`src/rtl/ctrl_pkg.sv`:
```
// ctrl_pkg: FSM states, instruction class/opcode/condition codes and mux-select codes for control_unit.
package ctrl_pkg;
    typedef enum logic [2:0] {S_FETCH, S_DECODE, S_EXEC, S_MEM, S_WB} state_t;
    typedef enum logic [1:0] {CLS_RALU, CLS_IALU, CLS_MEMSHR, CLS_CTRL} cls_t;
    typedef enum logic [1:0] {BR_Z, BR_NZ, BR_C, BR_NC} br_cond_t;
    typedef enum logic [1:0] {JG_JMP, JG_JSB, JG_RET, JG_ILL} jg_op_t;
    typedef enum logic [2:0] {ALU_ADD, ALU_ADDC, ALU_SUB, ALU_SUBC, ALU_AND, ALU_OR, ALU_XOR, ALU_MASK} alu_op_t;
    typedef enum logic [1:0] {PC_SRC_INC, PC_SRC_BR, PC_SRC_JMP, PC_SRC_STK} pc_src_t;
    typedef enum logic [1:0] {WD_SRC_ALU, WD_SRC_MEM, WD_SRC_SHR} wd_src_t;

    function automatic logic br_taken(input logic [1:0] cond, input logic z, input logic c);
        return cond == BR_Z ? z : cond == BR_NZ ? !z : cond == BR_C ? c : !c;
    endfunction
endpackage

```
`src/rtl/ctrl_decoder.sv`:
```
// ctrl_decoder: combinational IR decode into instruction-class strobes and opcode fields.
//   ir            : latched instruction register
//   is_alu/is_imm : R- or I-type ALU / I-type only
//   is_ldm/is_stm/is_shift/is_branch/is_jmp/is_jsb/is_ret/is_bad : class strobes
//   alu_op        : IR[16:14]; sub_op : IR[15:14] (shift op, branch condition or jump-group op)
module ctrl_decoder
    import ctrl_pkg::*;
(
    input  logic [18:0] ir,
    output logic        is_alu,
    output logic        is_imm,
    output logic        is_ldm,
    output logic        is_stm,
    output logic        is_shift,
    output logic        is_branch,
    output logic        is_jmp,
    output logic        is_jsb,
    output logic        is_ret,
    output logic        is_bad,
    output logic [2:0]  alu_op,
    output logic [1:0]  sub_op
);
    logic mem_shr, ctrl, jump;
    // Operand fields feed the datapath straight from instruction memory, not the controller.
    logic unused_operands;

    assign mem_shr   = ir[18:17] == CLS_MEMSHR;
    assign ctrl      = ir[18:17] == CLS_CTRL;
    assign jump      = ctrl && ir[16];
    assign alu_op    = ir[16:14];
    assign sub_op    = ir[15:14];
    assign is_alu    = ir[18:17] == CLS_RALU || ir[18:17] == CLS_IALU;
    assign is_imm    = ir[18:17] == CLS_IALU;
    assign is_ldm    = mem_shr && !ir[16] && !ir[15];
    assign is_stm    = mem_shr && !ir[16] && ir[15];
    assign is_shift  = mem_shr && ir[16];
    assign is_branch = ctrl && !ir[16];
    assign is_jmp    = jump && sub_op == JG_JMP;
    assign is_jsb    = jump && sub_op == JG_JSB;
    assign is_ret    = jump && sub_op == JG_RET;
    assign is_bad    = jump && sub_op == JG_ILL;
    assign unused_operands = ^ir[13:0];
endmodule

```
`src/rtl/control_unit.sv`:
```
// control_unit: multi-cycle FETCH/DECODE/EXEC/MEM/WB controller driving every dataPath control pin.
//   clk, rst (async, active-high), instruction (sampled in FETCH), COutput/ZOutput (datapath flags)
//   outputs: pcEn, CEn, ZEn, push, pop, RET, regWrite, DMMemRead, DMMemWrite, pc3inputMuxSelectAddress,
//            regFileReadRegister2Select, ALUBInputSelect, ALUOperation, regFileWriteDataSelect,
//            SHROOperation, illegal (one-cycle pulse when an instruction runs as a NOP)
//   CTRL_RETURN_STACK_EN: when defined, JSB/RET use a return-stack depth counter of STACK_DEPTH
//   entries; when undefined, JSB/RET are illegal NOPs and push/pop/RET stay 0.
module control_unit
    import ctrl_pkg::*;
#(
    parameter int STACK_DEPTH = 8
) (
    input  logic        clk,
    input  logic        rst,
    input  logic [18:0] instruction,
    input  logic        COutput,
    input  logic        ZOutput,
    output logic        pcEn,
    output logic        CEn,
    output logic        ZEn,
    output logic        push,
    output logic        pop,
    output logic        RET,
    output logic        regWrite,
    output logic        DMMemRead,
    output logic        DMMemWrite,
    output logic [1:0]  pc3inputMuxSelectAddress,
    output logic        regFileReadRegister2Select,
    output logic        ALUBInputSelect,
    output logic [2:0]  ALUOperation,
    output logic [1:0]  regFileWriteDataSelect,
    output logic [1:0]  SHROOperation,
    output logic        illegal
);
    if (STACK_DEPTH < 1 || STACK_DEPTH > 255) begin : g_depth_check
        $error("STACK_DEPTH must be in 1..255");
    end

    state_t      state, next_state;
    logic [18:0] ir;
    logic        is_alu, is_imm, is_ldm, is_stm, is_shift, is_branch, is_jmp, is_jsb, is_ret, is_bad;
    logic [2:0]  alu_op;
    logic [1:0]  sub_op;
    logic        exec, mem, wb, in_body, jsb_ok, ret_ok, nop;

    ctrl_decoder u_dec (
        .ir        (ir),
        .is_alu    (is_alu),
        .is_imm    (is_imm),
        .is_ldm    (is_ldm),
        .is_stm    (is_stm),
        .is_shift  (is_shift),
        .is_branch (is_branch),
        .is_jmp    (is_jmp),
        .is_jsb    (is_jsb),
        .is_ret    (is_ret),
        .is_bad    (is_bad),
        .alu_op    (alu_op),
        .sub_op    (sub_op)
    );

    always_ff @(posedge clk or posedge rst) begin
        if (rst) begin
            state <= S_FETCH;
            ir    <= '0;
        end else begin
            state <= next_state;
            if (state == S_FETCH) ir <= instruction;
        end
    end

    always_comb begin
        next_state = state == S_FETCH  ? S_DECODE :
                     state == S_DECODE ? S_EXEC :
                     state == S_EXEC   ? (is_alu || is_shift ? S_WB : is_ldm || is_stm ? S_MEM : S_FETCH) :
                     state == S_MEM    ? (is_ldm ? S_WB : S_FETCH) : S_FETCH;
    end

    assign exec    = state == S_EXEC;
    assign mem     = state == S_MEM;
    assign wb      = state == S_WB;
    assign in_body = exec || mem || wb;
    // Overflowing JSB, underflowing RET and the reserved jump op all fall through as PC+1.
    assign nop     = is_bad || (is_jsb && !jsb_ok) || (is_ret && !ret_ok);

`ifdef CTRL_RETURN_STACK_EN
    localparam logic [7:0] DEPTH_MAX = 8'(STACK_DEPTH);
    logic [7:0] depth;

    assign jsb_ok = is_jsb && depth != DEPTH_MAX;
    assign ret_ok = is_ret && depth != 8'd0;

    always_ff @(posedge clk or posedge rst) begin
        if (rst) depth <= '0;
        else if (exec && jsb_ok) depth <= depth + 8'd1;
        else if (exec && ret_ok) depth <= depth - 8'd1;
    end
`else
    assign jsb_ok = 1'b0;
    assign ret_ok = 1'b0;
`endif

    // Datapath selects are held from EXEC to the end of the instruction so MEM/WB see stable operands.
    always_comb begin
        ALUOperation               = in_body && is_alu ? alu_op : ALU_ADD;
        ALUBInputSelect            = in_body && (is_imm || is_ldm || is_stm);
        SHROOperation              = in_body && is_shift ? sub_op : 2'b00;
        regFileReadRegister2Select = in_body && (is_alu || is_shift);
        regFileWriteDataSelect     = !in_body ? WD_SRC_ALU : is_shift ? WD_SRC_SHR : is_ldm ? WD_SRC_MEM : WD_SRC_ALU;
        ZEn                        = exec && (is_alu || is_shift);
        CEn                        = exec && ((is_alu && alu_op <= ALU_SUBC) || is_shift);
        push                       = exec && jsb_ok;
        pop                        = exec && ret_ok;
        RET                        = exec && ret_ok;
        illegal                    = exec && nop;
        DMMemRead                  = mem && is_ldm;
        DMMemWrite                 = mem && is_stm;
        regWrite                   = wb;
        pcEn                       = wb || (mem && is_stm) ||
                                     (exec && (is_branch || is_jmp || is_jsb || is_ret || is_bad));
        pc3inputMuxSelectAddress   = !exec ? PC_SRC_INC :
                                     is_branch && br_taken(sub_op, ZOutput, COutput) ? PC_SRC_BR :
                                     is_jmp || jsb_ok ? PC_SRC_JMP :
                                     ret_ok ? PC_SRC_STK : PC_SRC_INC;
    end
endmodule

```
`config.mk`:
```
export PLATFORM = sky130hd
export DESIGN_NAME = control_unit
export DESIGN_NICKNAME = d
export VERILOG_FILES = /design/src/rtl/ctrl_pkg.sv /design/src/rtl/ctrl_decoder.sv /design/src/rtl/control_unit.sv
export SDC_FILE = /design/constraint.sdc
export NUM_CORES = 1
export LEC_CHECK = 0
export CAP_MARGIN = 40
export CORE_ASPECT_RATIO = 1.4
export CORE_UTILIZATION = 30
export CTS_CLUSTER_DIAMETER = 30
export DETAILED_ROUTE_END_ITERATION = 16
export GPL_TIMING_DRIVEN = 0
export PLACE_DENSITY = 0.75
export SYNTH_ARGS = -nofsm -noshare
export SYNTH_HDL_FRONTEND = slang
export SYNTH_SLANG_ARGS = --single-unit
```
`constraint.sdc`:
```
create_clock -name clk -period 1.5 [get_ports clk]
set_input_delay 0.225 -clock clk [delete_from_list [all_inputs] [get_ports clk]]
set_output_delay 0.225 -clock clk [all_outputs]
set_load 0.01 [all_outputs]
```
==> results by stage <==
Run status:
- The flow ran to the end, but the final reports show violations.
- The final reports fail on setup timing.

Clock network:
- The root buffer cell chosen for the clock tree is clkbuf_4.
- CTS built an H-tree with a depth of 1.
- Buffers inserted during clock tree synthesis total 3.
- The clock tree from TritonCTS is yes.
- The TritonCTS sink count is 8.
- The clock reaches the later pin of the worst-skew pair after 0.27 ns.
- The register clock-pin slew on the reported worst setup and hold paths is around 0.060 ns.
- The clock passes through at most 2 buffers.

Synth:
- The top cell type by area accounts for 33.8% of the synthesized area.
- The fraction of registers with async set/reset is 100%.
- The number of warnings printed during yosys synthesis is 0.
- The dominant synthesized flop cell is dfrtp_1.
- Counting every instance in the synthesized netlist gives 67.
- The sequential element share of the synthesized area is between 30 and 40%.
- The netlist uses 31 different library cells.
- The synthesized design spends more area on one cell type than any other, namely dfrtp_1.
- Yosys attributes the largest share of cell area to dfrtp_1, mux2_2, and2_1.
- Among all cell types in the netlist, the one instantiated most often is dfrtp_1.
- The average instance in the mapped netlist occupies around 8.8 sq um.
- The post-synthesis cell area is roughly 600 sq um.
- Synthesis inferred 8 register bits.
- By count the netlist is led by dfrtp_1, a21oi_1, and2_1, mux2_2, nor3_1.
- In this run, synthesis inferred 0 flip-flops with an integrated enable.

STA:
- The number of max-slew violations in the final report is 0.
- The hold violation total from the final report came to 0.
- Setup repair after global routing could not meet its margin everywhere.
- The shortest clock period the worst path allows after layout is 1.86 ns.
- The portion of the clock cycle consumed by the worst path in the final layout is 124%.
- Clock skew on the completed layout was measured at about 0.009 ns.
- The highest clock rate is approximately 0.54 GHz.
- The final worst-path setup slack is -0.355 ns.
- The count of final setup violators is 19.

Global routing:
- The initial antenna violation count is 0.
- Global routing finished with a remaining overflow of 0.
- Global routing used 19.4% of the available tracks across all layers.
- The first global-routing pass estimated 2780 um of wire.
- The largest net degree at the start of global routing is 11.
- The number of global-route vias before repair is 615.

Floorplan:
- The total die area is roughly 2200 sq um.
- During I/O placement, the number of pins put on the boundary was 44.
- Measured along the x axis, the die boundary spans 39.5 um.
- From bottom edge to top edge, the die measures ~55 um.
- The initial utilization of the core area, before any placement, comes to about 33%.
- The floorplan row count is 18.
- The core region is approximately 1800 sq um.

Layout:
- The count of non-filler cells in the finished layout is between 100 and 150.
- The area added between synthesis and finish is 93.2%.
- The final core utilization is between 60% and 70%.
- The fraction of final layout cells with drive strength greater than 1 is 67.0%.
- The number of diodes added for antenna fixing is 0.
- The count of nets after finishing is between 100 and 150.

Critical path:
- The setup slack of the worst register-to-register path is -0.16 ns.
- The worst register-to-register path begins at ir[17]$_DFFE_PP0P_.
- The startpoint class of the critical path is a flop.
- The maximum net fanout on the critical path is 4.
- In this run the worst setup path begins at ir[17]$_DFFE_PP0P_.
- Counting cells, the worst reg-to-reg path comes to 5.
- The required time reported for the critical path endpoint is 1.27 ns.
- The endpoint identified for the worst register-to-register timing path is state[1]$_DFF_PP0_.
- The data arrival time at the worst-slack endpoint is ~1.6 ns.
- The class of the most critical setup path is reg -> out.
- The critical path endpoint category is an output port.

Pwr:
- The total chip power is about 0.0022 W.
- The maximum vdd drop is 0.00100 V.
- The leakage power figure is approximately 0.55 nW.
- The power per cell area is 1910 nW/um^2.

Placed design:
- The placed instance count is around 120.
- The final weighted congestion in routability-driven placement is 0.773.
- The count of buffers added on input and output ports is 26.
- Detailed placement ended at an HPWL of between 1000 and 1500 um.

Worst hold path:
- The class of the tightest hold or removal check is in -> async.

Drt:
- In the routed layout, each cell is associated on average with a via count of 4.97.
- After detailed routing, the average wire length per cell comes to approximately 14 um.
- The wire length reported by the detailed router is between 1500 and 2000 um.
- The detailed router finished its first iteration with 7 violations.
- For this run, design rule violations remaining after detail routing come to 0.
- The overall via count from detail_route is about 670.
- The count of nets left with antenna violations once routing finished came out at 0.
- The first detailed-routing pass took 4 iterations.

Flow run:
- Across the run, the number of max-cap violations was 0.
## flip-flops by register name, indices dropped and copies added (netlist names)
name / flops
state: 3
ir: 5
## final cells by class
type	instances	area [sq um]
Fill cell	156	658
Sequential cell	8	204
Inverter	3	13.8
Buffer	5	41.3
Multi-Input combinational cell	51	479
Timing Repair Buffer	45	358
Clock buffer	3	22.5
Tap cell	20	25.0
## critical path, cell delays in order, from the launching register on
cell and delay [ns]:
dfrtp_2 0.42, or3b_4 0.41, or3_4 0.36, nand3_4 0.08, buf_6 0.10
## cells by family (layout without fill, tap and decap cells)
family	count (synthesis)	in the layout	synth area share (%)
compound gates	10	10	10.8
xor+xnor	1	1	1.48
buf+inv	10	56	9.72
flops	8	8	33.8
mux	6	6	11.2
other cells	1	3	0.634
simple gates	31	31	32.3
## report_power, final
| part | leakage (nW) | switching (W) | internal (W) |
|---|---|---|---|
| clock network | 0.0138 | 0.0000805 | 0.0000920 |
| registers | 0.0934 | 0.000143 | 0.000332 |
| logic | 0.439 | 0.000716 | 0.000824 |
## how the worst max path moves through the flow
stage	slack [ns]	depth (start not counted)	to
global route	-0.39	4	pcEn
floorplan	-0.06	3	SHROOperation[0]
CTS	-0.45	5	pcEn
detailed placement	-0.67	4	pc3inputMuxSelectAddress[1]
global placement	-0.66	4	pc3inputMuxSelectAddress[1]
finish	-0.36	4	pcEn
## what timing repair did
item / in CTS / in global routing
gates cloned: 0 / 0
gates resized for setup: 107 / 7
endpoints found under the setup margin: 24 / 24
pin swaps: 10 / 11
hold buffers: 0 / 0
setup buffers: 17 / 3
## cell usage in the layout (no fill, tap or decap), drive strengths merged, types with 2 or more instances in the layout
cell            n
buf            41
clkdlybuf4s50   8
dfrtp           8
a21oi           6
mux2            5
and2            5
nor3            5
clkbuf          4
nor2            4
nand2b          4
conb            3
or3b            3
inv             3
nand2           2
o21a            2
## through the flow
stage / setup slack [ns] / instance area [sq um] / hold slack (ns) / setup TNS [ns]
2_1_floorplan: -0.0626 / 633 / 0.0407 / -0.419
3_3_place_gp: -0.659 / 918 / 0.482 / -9.41
3_5_place_dp: -0.665 / 918 / 0.494 / -10.02
4_1_cts: -0.454 / 1110 / 0.212 / -4.95
5_1_grt: -0.394 / 1140 / 0.239 / -5.35
6_report: -0.355 / 1140 / 0.199 / -4.45
## metal layers
metal  track usage, %  wire, um  up-vias  part of all wire (%)
met5                0         0        -                     0
met4             12.1        62        0                   3.4
met3             2.85       121        7                   6.6
met2             34.4       982       35                    53
met1             20.6       674      304                    37
li1                 -         -      325                     -
Power figures use the tool's default switching activity.
